--- config.mk ---
export PLATFORM = sky130hd
export DESIGN_NAME = s2_kes_sched_flat
export DESIGN_NICKNAME = d
export VERILOG_FILES = /design/src/rtl/s2_kes_sched_if.sv /design/src/rtl/s2_kes_sched.sv /design/src/flat_wrapper.sv
export SDC_FILE = /design/constraint.sdc
export NUM_CORES = 1
export LEC_CHECK = 0
export CAP_MARGIN = 5
export CORE_MARGIN = 2
export CORE_UTILIZATION = 56
export DETAILED_ROUTE_END_ITERATION = 8
export GPL_ROUTABILITY_DRIVEN = 0
export GPL_TIMING_DRIVEN = 1
export PLACE_DENSITY = 0.83
export SLEW_MARGIN = 20
export SYNTH_ARGS = -nofsm -noshare
export SYNTH_HDL_FRONTEND = slang
export SYNTH_SLANG_ARGS = --single-unit
--- constraint.sdc ---
create_clock -name clk -period 6.9 [get_ports clk]
set_clock_uncertainty 0.05 [all_clocks]
set_input_delay 1.38 -clock clk [delete_from_list [all_inputs] [get_ports clk]]
set_output_delay 1.38 -clock clk [all_outputs]
set_load 0.01 [all_outputs]
--- src/rtl/s2_kes_sched_if.sv ---
// rtl/s2_kes_sched_if.sv - syndrome, solver and result signal bundle for the stage-2 KES scheduler
interface s2_kes_sched_if #(
  parameter int TAG_W = 4
);
  logic             syn_valid;
  logic             syn_ready;
  logic [7:0]       syn0, syn1, syn2, syn3;
  logic [TAG_W-1:0] syn_tag;

  logic             kes_ena;
  logic [7:0]       kes_syn0, kes_syn1, kes_syn2, kes_syn3;
  logic [7:0]       kes_lambda0, kes_lambda1, kes_lambda2;
  logic [7:0]       kes_omega0, kes_omega1;
  logic             kes_done;

  logic             out_valid;
  logic             out_ready;
  logic [7:0]       out_lambda0, out_lambda1, out_lambda2;
  logic [7:0]       out_omega0, out_omega1;
  logic [TAG_W-1:0] out_tag;
  logic             out_bypass;
  logic             out_timeout;

  modport slave (
    input  syn_valid, syn0, syn1, syn2, syn3, syn_tag,
    input  kes_lambda0, kes_lambda1, kes_lambda2, kes_omega0, kes_omega1, kes_done,
    input  out_ready,
    output syn_ready,
    output kes_ena, kes_syn0, kes_syn1, kes_syn2, kes_syn3,
    output out_valid, out_lambda0, out_lambda1, out_lambda2, out_omega0, out_omega1,
    output out_tag, out_bypass, out_timeout
  );

  modport master (
    output syn_valid, syn0, syn1, syn2, syn3, syn_tag,
    output kes_lambda0, kes_lambda1, kes_lambda2, kes_omega0, kes_omega1, kes_done,
    output out_ready,
    input  syn_ready,
    input  kes_ena, kes_syn0, kes_syn1, kes_syn2, kes_syn3,
    input  out_valid, out_lambda0, out_lambda1, out_lambda2, out_omega0, out_omega1,
    input  out_tag, out_bypass, out_timeout
  );
endinterface

--- src/rtl/s2_kes_sched.sv ---
// rtl/s2_kes_sched.sv - job scheduler in front of the stage-2 key-equation solver
// Queues syndrome sets, bypasses error-free codewords, runs the solver under a watchdog.
module s2_kes_sched #(
  parameter int FIFO_DEPTH  = 4,
  parameter int TAG_W       = 4,
  parameter int KES_TIMEOUT = 8
) (
  input  logic          clk,
  input  logic          rst,
  s2_kes_sched_if.slave bus,
  output logic          busy,
  output logic [15:0]   stat_bypass_cnt,
  output logic [7:0]    stat_timeout_cnt
);
  localparam int AW   = $clog2(FIFO_DEPTH);
  localparam int WD_W = $clog2(KES_TIMEOUT);
  localparam int EW   = 32 + TAG_W;

  typedef enum logic [1:0] {S_IDLE, S_LAUNCH, S_WAIT} state_t;
  state_t state, state_nxt;

  logic [EW-1:0]    fifo_mem [FIFO_DEPTH];
  logic [AW:0]      wr_ptr, rd_ptr;
  logic             full, empty, push, pop;
  logic [EW-1:0]    head;
  logic             head_zero, out_free;
  logic             ld_bypass, ld_job, ld_done, ld_tmo;
  logic [WD_W-1:0]  wd_cnt;
  logic [TAG_W-1:0] job_tag;

  // Extra pointer MSB distinguishes full from empty when the indices match.
  assign empty         = (wr_ptr == rd_ptr);
  assign full          = (wr_ptr[AW] != rd_ptr[AW]) && (wr_ptr[AW-1:0] == rd_ptr[AW-1:0]);
  assign bus.syn_ready = !full;
  assign push          = bus.syn_valid && !full;
  assign head          = fifo_mem[rd_ptr[AW-1:0]];
  assign head_zero     = (head[31:0] == 32'h0);
  assign out_free      = !bus.out_valid || bus.out_ready;
  assign bus.kes_ena   = (state == S_LAUNCH);
  assign busy          = !empty || (state != S_IDLE) || bus.out_valid;

  always_ff @(posedge clk) begin
    if (push) fifo_mem[wr_ptr[AW-1:0]] <= {bus.syn_tag, bus.syn3, bus.syn2, bus.syn1, bus.syn0};
  end

  always_comb begin
    state_nxt = state;
    pop       = 1'b0;
    ld_bypass = 1'b0;
    ld_job    = 1'b0;
    ld_done   = 1'b0;
    ld_tmo    = 1'b0;
    case (state)
      S_IDLE: begin
        if (!empty && out_free) begin
          pop = 1'b1;
          if (head_zero) begin
            ld_bypass = 1'b1;
          end else begin
            ld_job    = 1'b1;
            state_nxt = S_LAUNCH;
          end
        end
      end
      S_LAUNCH: state_nxt = S_WAIT;
      S_WAIT: begin
        // A completion in the final watchdog cycle still counts as a result.
        if (bus.kes_done) begin
          ld_done   = 1'b1;
          state_nxt = S_IDLE;
        end else if (wd_cnt == WD_W'(KES_TIMEOUT - 1)) begin
          ld_tmo    = 1'b1;
          state_nxt = S_IDLE;
        end
      end
      default: state_nxt = S_IDLE;
    endcase
  end

  always_ff @(posedge clk) begin
    if (rst) begin
      state            <= S_IDLE;
      wr_ptr           <= '0;
      rd_ptr           <= '0;
      wd_cnt           <= '0;
      job_tag          <= '0;
      bus.kes_syn0     <= '0;
      bus.kes_syn1     <= '0;
      bus.kes_syn2     <= '0;
      bus.kes_syn3     <= '0;
      bus.out_valid    <= 1'b0;
      bus.out_lambda0  <= '0;
      bus.out_lambda1  <= '0;
      bus.out_lambda2  <= '0;
      bus.out_omega0   <= '0;
      bus.out_omega1   <= '0;
      bus.out_tag      <= '0;
      bus.out_bypass   <= 1'b0;
      bus.out_timeout  <= 1'b0;
      stat_bypass_cnt  <= '0;
      stat_timeout_cnt <= '0;
    end else begin
      state <= state_nxt;
      if (push) wr_ptr <= wr_ptr + (AW+1)'(1);
      if (pop)  rd_ptr <= rd_ptr + (AW+1)'(1);

      if (state == S_LAUNCH)    wd_cnt <= '0;
      else if (state == S_WAIT) wd_cnt <= wd_cnt + WD_W'(1);

      if (ld_job) begin
        bus.kes_syn0 <= head[7:0];
        bus.kes_syn1 <= head[15:8];
        bus.kes_syn2 <= head[23:16];
        bus.kes_syn3 <= head[31:24];
        job_tag      <= head[EW-1:32];
      end

      if (ld_bypass) begin
        bus.out_valid   <= 1'b1;
        bus.out_lambda0 <= 8'h01;
        bus.out_lambda1 <= 8'h00;
        bus.out_lambda2 <= 8'h00;
        bus.out_omega0  <= 8'h00;
        bus.out_omega1  <= 8'h00;
        bus.out_tag     <= head[EW-1:32];
        bus.out_bypass  <= 1'b1;
        bus.out_timeout <= 1'b0;
      end else if (ld_done || ld_tmo) begin
        bus.out_valid   <= 1'b1;
        bus.out_lambda0 <= ld_done ? bus.kes_lambda0 : 8'h00;
        bus.out_lambda1 <= ld_done ? bus.kes_lambda1 : 8'h00;
        bus.out_lambda2 <= ld_done ? bus.kes_lambda2 : 8'h00;
        bus.out_omega0  <= ld_done ? bus.kes_omega0  : 8'h00;
        bus.out_omega1  <= ld_done ? bus.kes_omega1  : 8'h00;
        bus.out_tag     <= job_tag;
        bus.out_bypass  <= 1'b0;
        bus.out_timeout <= ld_tmo;
      end else if (bus.out_valid && bus.out_ready) begin
        bus.out_valid <= 1'b0;
      end

      if (ld_bypass && (stat_bypass_cnt != 16'hFFFF)) stat_bypass_cnt <= stat_bypass_cnt + 16'd1;
      if (ld_tmo && (stat_timeout_cnt != 8'hFF))      stat_timeout_cnt <= stat_timeout_cnt + 8'd1;
    end
  end
endmodule

--- src/flat_wrapper.sv ---
// flat-port wrapper written by rule: the top's interface ports become plain ports
module s2_kes_sched_flat 
#(
  parameter int FIFO_DEPTH  = 4,
  parameter int TAG_W       = 4,
  parameter int KES_TIMEOUT = 8
)
  (clk, rst, busy, stat_bypass_cnt, stat_timeout_cnt, bus_syn_valid, bus_syn0, bus_syn1, bus_syn2, bus_syn3, bus_syn_tag, bus_kes_lambda0, bus_kes_lambda1, bus_kes_lambda2, bus_kes_omega0, bus_kes_omega1, bus_kes_done, bus_out_ready, bus_syn_ready, bus_kes_ena, bus_kes_syn0, bus_kes_syn1, bus_kes_syn2, bus_kes_syn3, bus_out_valid, bus_out_lambda0, bus_out_lambda1, bus_out_lambda2, bus_out_omega0, bus_out_omega1, bus_out_tag, bus_out_bypass, bus_out_timeout);
  s2_kes_sched_if #(.TAG_W(TAG_W)) bus_i ();
  input  logic clk;
  input  logic rst;
  output logic busy;
  output logic [15:0] stat_bypass_cnt;
  output logic [7:0] stat_timeout_cnt;
  input wire logic [$bits(bus_i.syn_valid)-1:0] bus_syn_valid;
  input wire logic [$bits(bus_i.syn0)-1:0] bus_syn0;
  input wire logic [$bits(bus_i.syn1)-1:0] bus_syn1;
  input wire logic [$bits(bus_i.syn2)-1:0] bus_syn2;
  input wire logic [$bits(bus_i.syn3)-1:0] bus_syn3;
  input wire logic [$bits(bus_i.syn_tag)-1:0] bus_syn_tag;
  input wire logic [$bits(bus_i.kes_lambda0)-1:0] bus_kes_lambda0;
  input wire logic [$bits(bus_i.kes_lambda1)-1:0] bus_kes_lambda1;
  input wire logic [$bits(bus_i.kes_lambda2)-1:0] bus_kes_lambda2;
  input wire logic [$bits(bus_i.kes_omega0)-1:0] bus_kes_omega0;
  input wire logic [$bits(bus_i.kes_omega1)-1:0] bus_kes_omega1;
  input wire logic [$bits(bus_i.kes_done)-1:0] bus_kes_done;
  input wire logic [$bits(bus_i.out_ready)-1:0] bus_out_ready;
  output wire logic [$bits(bus_i.syn_ready)-1:0] bus_syn_ready;
  output wire logic [$bits(bus_i.kes_ena)-1:0] bus_kes_ena;
  output wire logic [$bits(bus_i.kes_syn0)-1:0] bus_kes_syn0;
  output wire logic [$bits(bus_i.kes_syn1)-1:0] bus_kes_syn1;
  output wire logic [$bits(bus_i.kes_syn2)-1:0] bus_kes_syn2;
  output wire logic [$bits(bus_i.kes_syn3)-1:0] bus_kes_syn3;
  output wire logic [$bits(bus_i.out_valid)-1:0] bus_out_valid;
  output wire logic [$bits(bus_i.out_lambda0)-1:0] bus_out_lambda0;
  output wire logic [$bits(bus_i.out_lambda1)-1:0] bus_out_lambda1;
  output wire logic [$bits(bus_i.out_lambda2)-1:0] bus_out_lambda2;
  output wire logic [$bits(bus_i.out_omega0)-1:0] bus_out_omega0;
  output wire logic [$bits(bus_i.out_omega1)-1:0] bus_out_omega1;
  output wire logic [$bits(bus_i.out_tag)-1:0] bus_out_tag;
  output wire logic [$bits(bus_i.out_bypass)-1:0] bus_out_bypass;
  output wire logic [$bits(bus_i.out_timeout)-1:0] bus_out_timeout;
  assign bus_i.syn_valid = bus_syn_valid;
  assign bus_i.syn0 = bus_syn0;
  assign bus_i.syn1 = bus_syn1;
  assign bus_i.syn2 = bus_syn2;
  assign bus_i.syn3 = bus_syn3;
  assign bus_i.syn_tag = bus_syn_tag;
  assign bus_i.kes_lambda0 = bus_kes_lambda0;
  assign bus_i.kes_lambda1 = bus_kes_lambda1;
  assign bus_i.kes_lambda2 = bus_kes_lambda2;
  assign bus_i.kes_omega0 = bus_kes_omega0;
  assign bus_i.kes_omega1 = bus_kes_omega1;
  assign bus_i.kes_done = bus_kes_done;
  assign bus_i.out_ready = bus_out_ready;
  assign bus_syn_ready = bus_i.syn_ready;
  assign bus_kes_ena = bus_i.kes_ena;
  assign bus_kes_syn0 = bus_i.kes_syn0;
  assign bus_kes_syn1 = bus_i.kes_syn1;
  assign bus_kes_syn2 = bus_i.kes_syn2;
  assign bus_kes_syn3 = bus_i.kes_syn3;
  assign bus_out_valid = bus_i.out_valid;
  assign bus_out_lambda0 = bus_i.out_lambda0;
  assign bus_out_lambda1 = bus_i.out_lambda1;
  assign bus_out_lambda2 = bus_i.out_lambda2;
  assign bus_out_omega0 = bus_i.out_omega0;
  assign bus_out_omega1 = bus_i.out_omega1;
  assign bus_out_tag = bus_i.out_tag;
  assign bus_out_bypass = bus_i.out_bypass;
  assign bus_out_timeout = bus_i.out_timeout;
  s2_kes_sched #(.FIFO_DEPTH(FIFO_DEPTH), .TAG_W(TAG_W), .KES_TIMEOUT(KES_TIMEOUT)) u_core (.clk(clk), .rst(rst), .bus(bus_i), .busy(busy), .stat_bypass_cnt(stat_bypass_cnt), .stat_timeout_cnt(stat_timeout_cnt));
endmodule
==> results.tsv <==
stage	metric	value	unit
power	total power divided by cell area	337	mW/mm^2
place	Port-buffer cells	186	
place	Setup Slack @ Placement	2.77	ns
run_status	result of the run	complete, no violations	
clocking	Gates resized, CTS repair	0	
final_layout	combined flip-flop and latch cell area	0.00673	sq mm
job	Max Cap Violations	0	
synth	largest area contributor in the synthesized netlist	sky130_fd_sc_hd__edfxtp_1	
clocking	sinks on the clock net	264	
worst_setup_path	startpoint type of the worst setup path	register	
clocking	source-to-sink clock delay at the later pin of the worst-skew pair	0.54	ns
worst_setup_path	worst path arrival time	4.43	ns
global_routing	number of global-route vias before repair	6456	
clocking	Max H-tree Level	1	
clocking	hold bufs inserted after CTS	0	
synth	number of distinct library cells after synthesis	50	
sta	setup repair after global routing missed its margin	false	
floorplan	die width	138	um
global_routing	pin count of the biggest net entering global routing	95	
synth	top post-synthesis cells by area	sky130_fd_sc_hd__edfxtp_1 43%, sky130_fd_sc_hd__dfxtp_1 24%, sky130_fd_sc_hd__mux4_2 6.3%	
sta	Hold Violations, Final	0	
synth	Synth Instances	700	
global_routing	sum of overflow across all layers after global routing	0	
clocking	clock tree from TritonCTS	yes	
sta	pins over their slew limit	0	
sta	slew of the pin with the lowest slew margin	1.05	ns
drt	number of DRC violations after detailed routing	0	
drt	Post-Route WL	21.8	mm
synth	Syn. warnings	0	
synth	post-synthesis sequential area ratio	0.669	
synth	synthesized area	0.0101	sq mm
global_routing	initial antenna violation count	0	
synth	Top FF cell, synth	sky130_fd_sc_hd__edfxtp_1	
sta	final sum of negative setup slack	0	ns
sta	final critical-path setup slack	2.79	ns
place	half-perimeter wire length of the detailed placement result	14.3	mm
final_layout	diode insertion count for antenna repair	0	
clocking	clock tree buffer depth	3	
synth	mean post-synth cell area	14.4	sq um
global_routing	first-pass GRT wire length	32.8	mm
final_layout	footprint of the multi-input gates	0.00313	sq mm
global_routing	global-route total usage across every layer	0.222	
sta	share of the cycle needed by the critical path after routing	0.596	
final_layout	number of nets in the finished design	971	
clocking	clock transition at the register clock pins on the worst setup and hold paths after CTS	0.06	ns
clocking	number of setup buffers added after CTS	0	
min_path	Hold/Removal Path Class	reg2reg	
synth	area share of the leading cell type in the synthesized netlist	0.430	
worst_setup_path	Worst Path Class, Setup	reg2reg	
power	maximum vdd drop	0.255	mV
drt	via density per instance	5.75	
final_layout	number of filler cells placed in the layout	1078	
drt	overall via count from detail_route	6458	
synth	most numerous cell types in the synthesized netlist	144 x sky130_fd_sc_hd__edfxtp_1, 120 x sky130_fd_sc_hd__dfxtp_1, 120 x sky130_fd_sc_hd__nor2_1	
floorplan	Die Span Y	138	um
power	leakage power summed over all cells	4.58	nW
clocking	Root Driver	sky130_fd_sc_hd__clkbuf_16	
sta	Tmin final	4.11	ns
worst_setup_path	required time of the critical path	7.22	ns
floorplan	I/O pin count	187	
drt	Routed Antenna Nets	0	
synth	proportion of register bits with asynchronous set or reset after synthesis	0	
sta	Slew Limit Headroom	0.298	
final_layout	Layout Area Growth over Synthesis	28.4	%
sta	# setup viols final	0	
worst_setup_path	maximum fanout count along the critical path	28	
synth	number of enable-type register cells in the synthesized netlist	144	
drt	count of routing violations after the opening detailed-route iteration	385	
floorplan	std cell rows	48	
final_layout	share of post-route cells with drive strength above 1	0.108	
floorplan	total core area	0.0174	sq mm
synth	syn_nets	790	
drt	average detailed-routed wire length per instance	19.4	um
clocking	total CTS buffers	26	
worst_setup_path	kind of end point of the critical path	register	
synth	most frequently used cell type in the post-synthesis netlist	sky130_fd_sc_hd__edfxtp_1	
floorplan	starting utilization of the core area	0.577	
sta	Max Freq	243	MHz
drt	total iterations of the first detailed-routing run	5	
floorplan	total die area	0.0190	sq mm
synth	number of synthesized register bits	264	
==> path summary, 6_finish.rpt <==
check	from	endpoint	slack (ns)	cells after the start
setup reg to reg	register	u_core.job_tag[3]	2.79	8
setup / recovery	register	u_core.job_tag[3]	2.79	8
hold / removal	u_core.bus.out_bypass	u_core.bus.out_bypass	0.41	2
hold reg to reg	u_core.bus.out_bypass	u_core.bus.out_bypass	0.41	2
==> critical path, stage by stage (launching register included) <==
cell and delay (ns):
sky130_fd_sc_hd__dfxtp_2 0.52, sky130_fd_sc_hd__buf_4 0.52, sky130_fd_sc_hd__mux4_1 0.67, sky130_fd_sc_hd__nor4_1 0.40, sky130_fd_sc_hd__nand4_1 0.33, sky130_fd_sc_hd__o21ai_4 0.67, sky130_fd_sc_hd__buf_4 0.48, sky130_fd_sc_hd__mux2i_1 0.24
sky130_fd_sc_hd__nor2_1 0.06
==> registers in the layout, indices dropped and copies added (netlist names), 8 cells and up, named ones only <==
signal / cells
u_core.bus.kes_syn0: 8
u_core.fifo_mem: 144
u_core.bus.kes_syn2: 8
u_core.bus.out_omega0: 8
u_core.stat_timeout_cnt: 8
u_core.bus.kes_syn3: 8
u_core.bus.out_lambda1: 8
u_core.stat_bypass_cnt: 16
u_core.bus.out_lambda2: 8
u_core.bus.kes_syn1: 8
u_core.bus.out_lambda0: 8
u_core.bus.out_omega1: 8
==> power by group <==
part	leakage, nW	internal [mW]	switching [mW]
clock	0.408	0.783	0.555
combinational	1.87	0.550	0.481
sequential	2.30	1.83	0.145
total	4.58	3.17	1.18
==> routing by layer <==
layer,vias to the layer above,part of all wire,wire length [um],GRT usage
li1,2993,-,-,-
met1,3141,0.40,8650,0.277
met2,276,0.49,10700,0.397
met3,48,0.088,1910,0.0446
met4,0,0.023,504,0.0601
met5,-,0,0,0
==> per-stage QoR <==
step | total power [mW] | cells | area [sq um] | hold slack, ns | util
4_1_cts | 4.38 | 1123 | 12900 | 0.412 | 0.741
2_1_floorplan | 2.62 | 700 | 10100 | 0.413 | -
6_report | 4.35 | 1123 | 12900 | 0.411 | 0.741
5_1_grt | 4.52 | 1123 | 12900 | 0.452 | 0.741
3_5_place_dp | 3.04 | 1078 | 12100 | 0.405 | 0.693
3_3_place_gp | 3.00 | 1078 | 12100 | 0.394 | 0.693
==> cell usage in the layout (no fill, tap or decap), drive strengths merged, types with 7 or more instances in the layout <==
master	n
a21oi	8
a22oi	41
and3	13
buf	7
clkbuf	41
clkdlybuf4s50	185
dfxtp	120
edfxtp	144
ha	9
inv	8
mux2	10
mux2i	41
mux4	36
nand2	12
nand3	11
nor2	120
nor2b	12
nor3	7
nor4	10
xnor2	10
==> kinds of logic (layout without fill, tap and decap cells) <==
| group | Yosys count | count (layout) | share of synthesized area |
|---|---|---|---|
| xor+xnor | 14 | 14 | 0.0122 |
| buf+inv | 47 | 245 | 0.0228 |
| fa+ha+maj | 9 | 9 | 0.0112 |
| flops | 264 | 264 | 0.669 |
| simple gates | 209 | 209 | 0.0988 |
| mux | 87 | 87 | 0.136 |
| compound gates | 70 | 70 | 0.0504 |
==> final cells by class <==
class	count	area share
multi-input cells	389	0.242
well taps	225	0.0218
flip-flops and latches	264	0.521
clock buffers	41	0.0611
repair buffers	192	0.148
inverters	8	0.00233
clock inverters	4	0.00349
Note: power is estimated with default switching activity, not from simulation.
==> patch: new RTL, same flow settings <==
Put one more register stage on the output `stat_bypass_cnt`, cleared by the reset. The value now appears one clock later. The other outputs are not delayed to match.
--- a/src/rtl/s2_kes_sched.sv
+++ b/src/rtl/s2_kes_sched.sv
@@ -18,4 +18,6 @@
 
   typedef enum logic [1:0] {S_IDLE, S_LAUNCH, S_WAIT} state_t;
+
+  logic [15:0] stat_bypass_cnt_s0;
   state_t state, state_nxt;
 
@@ -98,5 +100,5 @@
       bus.out_bypass   <= 1'b0;
       bus.out_timeout  <= 1'b0;
-      stat_bypass_cnt  <= '0;
+      stat_bypass_cnt_s0 <= '0;
       stat_timeout_cnt <= '0;
     end else begin
@@ -140,8 +142,16 @@
       end
 
-      if (ld_bypass && (stat_bypass_cnt != 16'hFFFF)) stat_bypass_cnt <= stat_bypass_cnt + 16'd1;
+      if (ld_bypass && (stat_bypass_cnt_s0 != 16'hFFFF)) stat_bypass_cnt_s0 <= stat_bypass_cnt_s0 + 16'd1;
       if (ld_tmo && (stat_timeout_cnt != 8'hFF))      stat_timeout_cnt <= stat_timeout_cnt + 8'd1;
     end
   end
+  always_ff @(posedge clk) begin
+    if (rst) begin
+      stat_bypass_cnt <= '0;
+    end else begin
+      stat_bypass_cnt <= stat_bypass_cnt_s0;
+    end
+  end
+
 endmodule
 
Formal check against the unedited RTL: not equivalent (Yosys sat finds a counterexample within 4 cycles, from zero or initial values and one cycle with rst high).
==> patch against the original RTL <==
Critical path depth decreased by 1; routed wire length decreased by 0.65%; sequential cell count increased by 16; design area increased by 3.1%; area after synthesis increased by 2.9%; count of clock-buffer cells in the layout decreased by 6; via count increased by 0.20%; setup slack got worse by 0.30 ns; power increased by 4.9%; critical endpoint is now u_core.bus.out_omega0[2].
==> patch: results (changes against the original RTL) <==
CP Max Fanout 40 (was 28); placed cell area 12,400 sq um (was 12,100 sq um); TritonCTS buffer count 28 (was 26); post-synthesis cell type count 43 (was 50); first-pass GRT wire length 34,400 um (was 32,800 um); Reg2Reg Capture Point u_core.bus.out_omega0[2] (was u_core.job_tag[3]); GRT Total Usage 21.8% (was 22.2%); number of setup buffers added after CTS 0 (unchanged); Main synth FF type edfxtp_1 (unchanged); share of layout cells above drive strength 1 12.1% (was 10.8%); Mapped Nets 807 (was 790); top cells by count, synth edfxtp_1, dfxtp_1, nor2_1 (unchanged); drt wl/cell 18.8 um (was 19.4 um); worst vdd ir 0.000262 V (was 0.000255 V); CP peak stage delay 0.74 ns (was 0.67 ns); pin count of the biggest net entering global routing 97 (was 95); top cells by area, synth edfxtp_1, dfxtp_1, mux4_2 (unchanged); hold path depth 2 (unchanged); status complete, no violations (unchanged); register area share after synthesis 68.1% (was 66.9%); R2R depth 7 (was 8); Slowest cell on crit path dfxtp_2 (was mux4_1); max_slew headroom 31.7% (was 29.8%); drt first-iter violations 397 (was 385); clock buffer depth 3 (unchanged); vias in the first global route 6,554 (was 6,456); flop-to-flop setup slack 2.48 ns (was 2.79 ns); Leakage 4.74 nW (was 4.58 nW); DP HPWL 13,900 um (was 14,300 um); # nets final 988 (was 971); Filler cells 1,199 (was 1,078); vias 6,471 (was 6,458)
-- patch: cell types whose count changed in the layout (fill, tap and decap cells not counted), moves of 5 or more --
cell / unedited run / this run
clkinv_2: 3 / 9
nand4_1: 5 / 12
dfxtp_1: 118 / 135
nor2_1: 119 / 107
mux4_2: 28 / 36
mux4_1: 8 / 0
nor2b_1: 12 / 17
-- patch: layout make-up --
| cell class | count | area (sq um) | area share (%) |
|---|---|---|---|
| multi-input cells | 390 | 3100 | 23.3 |
| inverters | 6 | 22.5 | 0.169 |
| flip-flops and latches | 280 | 7050 | 53.0 |
| repair buffers | 192 | 1920 | 14.4 |
| clock buffers | 35 | 768 | 5.77 |
| clock inverters | 17 | 156 | 1.18 |
| well taps | 229 | 287 | 2.15 |
-- patch: how the worst max path moves through the flow --
stage,slack [ns],cells after the start,from,endpoint
after floorplan,4.05,9,flip-flop,u_core.stat_bypass_cnt_s0[4]
after global placement,2.56,7,flip-flop,u_core.bus.out_omega1[7]
after detailed placement,2.42,7,flip-flop,u_core.bus.out_omega0[1]
after CTS,2.40,7,flip-flop,u_core.bus.out_omega0[1]
after global routing,2.12,7,flip-flop,u_core.bus.out_lambda1[4]
final,2.48,7,flip-flop,u_core.bus.out_omega0[2]
-- patch: per-layer routing --
metal | global-route usage (%) | part of all wire, % | vias to the layer above
met3 | 4.00 | 6.6 | 26
li1 | - | - | 3042
met4 | 4.68 | 1.5 | 0
met5 | 0 | 0 | -
met1 | 29.0 | 42 | 3189
met2 | 37.9 | 50 | 214
-- patch: worst max-delay path: cells and delay by family (launching register included) --
kind | cells | cell delay (ns)
AND/OR/NAND/NOR | 5 | 2.39
flip-flops | 1 | 0.74
multiplexers | 1 | 0.57
buffers and inverters | 1 | 0.48
-- patch: cell families after synthesis --
kind of cell	share of synthesized area, %
flops	68.1
simple gates	9.95
mux	13.1
compound gates	4.49
buf+inv	2.15
xor+xnor	1.10
fa+ha+maj	1.09
-- patch: stage by stage --
stage                     total power, mW  std cells  hold WS, ns  setup slack (ns)  util (%)
after global placement               3.08       1096        0.402              2.56      68.5
after global routing                 4.75       1149        0.457              2.12      73.8
after detailed placement             3.11       1096        0.426              2.42      68.5
after floorplan                      2.70        717        0.410              4.05         -
after CTS                            4.60       1148        0.434              2.40      73.7
final                                4.56       1149        0.424              2.48      73.8
-- patch: report_power, final --
part           internal (mW)  switching (mW)
registers               1.92           0.112
logic                  0.540           0.502
clock network          0.869           0.615
total                   3.33            1.23
